--- src/rtl/nibble_mayor_acumulador.sv ---
// nibble_mayor_acumulador: running maximum of winning nibbles over a frame.
// Delivers max / sample count / partial flag through a valid/ready handshake.
// Optional feature: define NMA_INDICE_EN to add the nma_indice output
// (0-based position of the first occurrence of the maximum).
module nibble_mayor_acumulador #(
  parameter int FRAME_LEN = 8,
  parameter int CNT_W     = 4
) (
  input  logic             clk,
  input  logic             reset_L,
  input  logic             nma_valid,
  input  logic [3:0]       nma_dato,
  input  logic             nma_flush,
  output logic             nma_out_valid,
  input  logic             nma_out_ready,
  output logic [3:0]       nma_max,
  output logic [CNT_W-1:0] nma_cuenta,
  output logic             nma_parcial,
`ifdef NMA_INDICE_EN
  output logic [CNT_W-1:0] nma_indice,
`endif
  output logic [7:0]       nma_perdidos
);

  typedef enum logic [1:0] {IDLE, ACUM, ENTREGA} state_t;

  state_t           st;
  logic [3:0]       max_r;
  logic [CNT_W-1:0] cnt_r;
`ifdef NMA_INDICE_EN
  logic [CNT_W-1:0] idx_r;
  logic [CNT_W-1:0] acc_idx, lat_idx;
`endif

  logic [3:0]       acc_max, lat_max;
  logic [CNT_W-1:0] acc_cnt, lat_cnt;
  logic             new_gt, full, cierra;

  // Accumulator after folding in this cycle's sample, and the values to latch
  // if the frame closes now (sample included only when it is valid).
  always_comb begin
    new_gt  = nma_dato > max_r;
    acc_max = new_gt ? nma_dato : max_r;
    acc_cnt = cnt_r + CNT_W'(1);
    full    = nma_valid && (acc_cnt == CNT_W'(FRAME_LEN));
    cierra  = full || nma_flush;
    lat_max = nma_valid ? acc_max : max_r;
    lat_cnt = nma_valid ? acc_cnt : cnt_r;
`ifdef NMA_INDICE_EN
    acc_idx = new_gt ? cnt_r : idx_r;
    lat_idx = nma_valid ? acc_idx : idx_r;
`endif
  end

  // Frame FSM: accumulate, close on full frame or flush, hold until accepted.
  always_ff @(posedge clk or negedge reset_L) begin
    if (!reset_L) begin
      st            <= IDLE;
      max_r         <= '0;
      cnt_r         <= '0;
      nma_out_valid <= 1'b0;
      nma_max       <= '0;
      nma_cuenta    <= '0;
      nma_parcial   <= 1'b0;
      nma_perdidos  <= '0;
`ifdef NMA_INDICE_EN
      idx_r         <= '0;
      nma_indice    <= '0;
`endif
    end else begin
      case (st)
        IDLE: begin
          // A lone flush here is ignored: empty frames are never emitted.
          if (nma_valid) begin
            max_r <= nma_dato;
            cnt_r <= CNT_W'(1);
`ifdef NMA_INDICE_EN
            idx_r <= '0;
`endif
            st    <= ACUM;
          end
        end
        ACUM: begin
          if (cierra) begin
            nma_max       <= lat_max;
            nma_cuenta    <= lat_cnt;
            nma_parcial   <= !full;
`ifdef NMA_INDICE_EN
            nma_indice    <= lat_idx;
`endif
            nma_out_valid <= 1'b1;
            st            <= ENTREGA;
          end else if (nma_valid) begin
            max_r <= acc_max;
            cnt_r <= acc_cnt;
`ifdef NMA_INDICE_EN
            idx_r <= acc_idx;
`endif
          end
        end
        ENTREGA: begin
          if (nma_out_ready) begin
            nma_out_valid <= 1'b0;
            // A sample arriving with the acceptance opens the next frame.
            if (nma_valid) begin
              max_r <= nma_dato;
              cnt_r <= CNT_W'(1);
`ifdef NMA_INDICE_EN
              idx_r <= '0;
`endif
              st    <= ACUM;
            end else begin
              st <= IDLE;
            end
          end else if (nma_valid && (nma_perdidos != 8'hFF)) begin
            nma_perdidos <= nma_perdidos + 8'd1;
          end
        end
        default: st <= IDLE;
      endcase
    end
  end

endmodule

--- config.mk ---
export PLATFORM = sky130hd
export DESIGN_NAME = nibble_mayor_acumulador
export DESIGN_NICKNAME = d
export VERILOG_FILES = /design/src/rtl/nibble_mayor_acumulador.sv
export SDC_FILE = /design/constraint.sdc
export NUM_CORES = 1
export LEC_CHECK = 0
export ABC_AREA = 1
export BUFFER_PORTS_ARGS = -buffer_cell sky130_fd_sc_hd__buf_4
export CORE_UTILIZATION = 58
export DETAILED_ROUTE_END_ITERATION = 8
export PLACE_DENSITY_LB_ADDON = 0.2
export SLEW_MARGIN = 20
export SYNTH_ARGS = -nofsm -noshare
export SYNTH_HDL_FRONTEND = slang
export SYNTH_SLANG_ARGS = --single-unit
--- constraint.sdc ---
create_clock -name clk -period 2.2 [get_ports clk]
set_input_delay 0.11 -clock clk [delete_from_list [all_inputs] [get_ports clk]]
set_output_delay 0.11 -clock clk [all_outputs]
set_load 0.005 [all_outputs]
==> reports/results.tsv <==
stage	metric	value	unit
synth	synth.yosys.seq_area_share	42.20	%
worst_setup_path	slowest_delay	0.47	ns
cts	worst_skew_pair.late_latency	0.33	ns
pwr	power.density	1246	mW/mm²
finish	area_growth_syn_to_layout	15.98	%
worst_setup_path	required	2.45	ns
global_route	grt_max_degree	29	
floorplanning	top_level_ports	27	
sta	tightestPinTransition	0.3469	ns
worst_setup_path	worst_path_top_cell_family_by_delay	simple AND/OR/NAND/NOR gates	
worst_setup_path	reg2reg_from	cnt_r[0]	
worst_setup_path	worstPathMaxFanout	15	
placed_design	port_buffers	26	
synth	ys_types	28	
cts	clock_tree_from_tritoncts	done	
global_route	global_route_wire_length_before_repair	5.789	mm
worst_setup_path	cp_num_buf_inv	2	
pwr	total_power	2.399	mW
synth	ys_seq_elements	28	
finish	finish.net_count	245	
cts	cts_root_buf	sky130_fd_sc_hd__clkbuf_4	
drt	drt_pass1_iterations	4	
worst_setup_path	cp.arrival	1.98	ns
floorplanning	floorplan.initialDensity	60.73	%
sta	worst_slew_margin_rel	76.63	%
sta	finalSetupTns	0	ns
cts	number_of_buffers_added_by_the_clock_tree_synthesis_step	3	
global_route	initial_antenna_violation_count	0	
cts	clkSinkCount	28	
placed_design	placement.cell_area	0.001863	mm²
global_route	grt_pass1_vias	1306	
sta	finalCriticalPeriod	1.727	ns
synth	synthCells	199	
finish	filler_cell_count	224	
synth	synth_nets	215	
worst_setup_path	endpoint_kind	flip-flop	
cts	clk_path_buf_depth	2	
synth	yosys.area.top_type	sky130_fd_sc_hd__dfrtp_1	
drt	routed_wire_length_per_instance	12.85	µm
sta	worst_path_setup_slack_after_routing	0.4730	ns
worst_setup_path	critical_path.cell_chain	ha_1 > inv_1 > nor2_1 > nor2_4 > nand3_4 > nand2_2 > nand2_4 > clkinv_1 > nand2_1 > nand2_1	
outcome	status	completed	
cts	cts_htree_levels	1	
floorplanning	die_h	55.51	µm
worst_hold_path	holdCritPathClass	in -> reg	
drt	detail_route.wirelength	3.327	mm
worst_setup_path	critical_path_start_type	flip-flop	
synth	top_post_synthesis_cells_by_area	sky130_fd_sc_hd__dfrtp_1, sky130_fd_sc_hd__nand2_1, sky130_fd_sc_hd__ha_1	
synth	yosysTopAreaCellShare	42.20	%
floorplanning	core.rowCount	19	
sta	hold-worst-slack	0.03571	ns
sta	timing_hold_violations_final	0	
cts	postCtsSetupRepairBufs	0	
pwr	static-leakage-power	1.031	nW
worst_setup_path	critical_path.startpoint	cnt_r[0]	
synth	syn_area	0.001660	mm²
drt	num_vias	1358	
sta	final_max_slew_viol_count	0	
sta	timing.fmax	0.5790	GHz
finish	most-common-layout-cells	sky130_fd_sc_hd__nand2_1, sky130_fd_sc_hd__dfrtp_1, sky130_fd_sc_hd__buf_4	
placed_design	globalplace.congestion	0.8661	
pwr	vdd_ir_drop_max	1.074	mV
drt	remaining_design_rule_violation_count	0	
cts	clk_pin_slew_worst_paths	0.15	ns
sta	finalSetupViolations	0	
sta	setup_repair_after_global_routing_missed_its_margin	no	
drt	ant_nets	0	
synth	synthesis.yosys.warnings	0	
sta	fin_crit_share	78.50	%
drt	drt-vias-per-instance	5.243	
finish	most_common_cell_after_layout_fill_and_taps_aside	sky130_fd_sc_hd__nand2_1	
placed_design	detailedPlace.worstSlack	0.5239	ns
floorplanning	fp.dieArea	0.003081	mm²
worst_setup_path	critical_path.most_common_cell	sky130_fd_sc_hd__nand2_1	
worst_hold_path	holdCritStartpoint	nma_out_ready	
drt	drt_first_iter_violations	34	
run	cap_viol_max_count	0	
finish	stdcell_area	0.001926	mm²
finish	post_route_cells_drive_above_1_share	25.88	%
worst_setup_path	critical_path_class	reg -> reg	
worst_setup_path	reg2reg_slack	0.47	ns
finish	antennaDiodeCount	0	
global_route	aggregate_global_route_resource_usage	24.13	%
worst_setup_path	timing.critical_path.slowest_stage_cell	sky130_fd_sc_hd__dfrtp_1	
floorplanning	floorplan.core_area	0.002734	mm²
global_route	grt_remaining_overflow	0	
synth	synth_area_per_cell	8.343	µm²
floorplanning	die-width	55.51	µm
sta	clock-skew-final	0.004949	ns
placed_design	post_detailed_placement_half_perimeter_wirelength	2.603	mm
routing by layer:
metal  up-vias  wire, µm  track usage [%]
li1        686         -                -
met1       645      1562            31.83
met2        22      1640            40.96
met3         5        70            1.874
met4         0        53            10.36
met5         -         0                0
stage by stage:
step / util (%) / cells
floorplan: - / 199
global placement: 68.15 / 254
detailed placement: 68.15 / 254
CTS: 70.43 / 259
global route: 70.43 / 259
finish: 70.43 / 259
tightest hold or removal path, delay by kind of cell:
family,cells,cell delay [ns]
AND/OR/NAND/NOR,3,0.15
buffers and inverters,1,0.09
layout make-up:
| class | count | area (µm²) | area share [%] |
|---|---|---|---|
| multi-input cells | 148 | 835.8 | 43.40 |
| repair buffers | 27 | 205.2 | 10.66 |
| flip-flops and latches | 28 | 700.7 | 36.39 |
| clock inverters | 1 | 30.03 | 1.559 |
| well taps | 31 | 38.79 | 2.014 |
| inverters | 21 | 92.59 | 4.808 |
| clock buffers | 3 | 22.52 | 1.170 |
Yosys cell counts:
cell and n:
sky130_fd_sc_hd__nand2_1 70, sky130_fd_sc_hd__nand2_4 2, sky130_fd_sc_hd__nand3_4 2, sky130_fd_sc_hd__dfrtp_1 28, sky130_fd_sc_hd__nand4_1 1, sky130_fd_sc_hd__buf_12 1
sky130_fd_sc_hd__nor2_4 1, sky130_fd_sc_hd__a21oi_1 1, sky130_fd_sc_hd__xnor2_1 3, sky130_fd_sc_hd__o22ai_1 1, sky130_fd_sc_hd__inv_1 17, sky130_fd_sc_hd__nand3_2 6
sky130_fd_sc_hd__nor3_1 1, sky130_fd_sc_hd__nand2_2 5, sky130_fd_sc_hd__nand3_1 17, sky130_fd_sc_hd__bufinv_8 1, sky130_fd_sc_hd__nor3_2 1, sky130_fd_sc_hd__o21ai_2 5
sky130_fd_sc_hd__o21ai_0 5, sky130_fd_sc_hd__xor2_1 5, sky130_fd_sc_hd__buf_6 1, sky130_fd_sc_hd__nor2_1 9, sky130_fd_sc_hd__o21ai_1 2, sky130_fd_sc_hd__or2_2 3
sky130_fd_sc_hd__nor2_2 1, sky130_fd_sc_hd__clkinv_1 1, sky130_fd_sc_hd__inv_2 2, sky130_fd_sc_hd__ha_1 7
cells by family (layout without fill, tap and decap cells):
logic type / after synthesis / count (layout) / synth area share [%]
and+or+nand+nor: 119 / 119 / 35.42
DFF: 28 / 28 / 42.20
buffers and inverters: 23 / 52 / 7.461
AOI/OAI and AO/OA: 14 / 14 / 5.425
xor gates and xnor gates: 8 / 8 / 4.220
adders and majority gates: 7 / 7 / 5.275
power by group:
| group | switching (mW) | leakage (nW) | internal (mW) |
|---|---|---|---|
| Clock | 0.153 | 0.0279 | 0.185 |
| Sequential | 0.196 | 0.352 | 0.727 |
| Combinational | 0.635 | 0.651 | 0.504 |
timing repair:
action	4_1_cts	5_1_grt
hold endpoints to repair	28	0
setup endpoints to repair	0	0
hold buffers	1	0
resized for setup	0	0
final timing paths:
| check | to | cells after the start |
|---|---|---|
| max | nma_max[0] | 10 |
| min | nma_out_valid | 4 |
| max reg2reg | nma_max[0] | 10 |
| min reg2reg | nma_out_valid | 2 |
| max in group asynchronous | nma_cuenta[2] | 2 |
| min in group asynchronous | nma_cuenta[3] | 2 |
registers in the layout, indices dropped and copies added (netlist names):
signal and flops:
st 2, nma_parcial 1, nma_perdidos 8, nma_cuenta 4
max_r 4, nma_out_valid 1, nma_max 4, cnt_r 4
No activity file was read; power rests on OpenSTA's default activity.
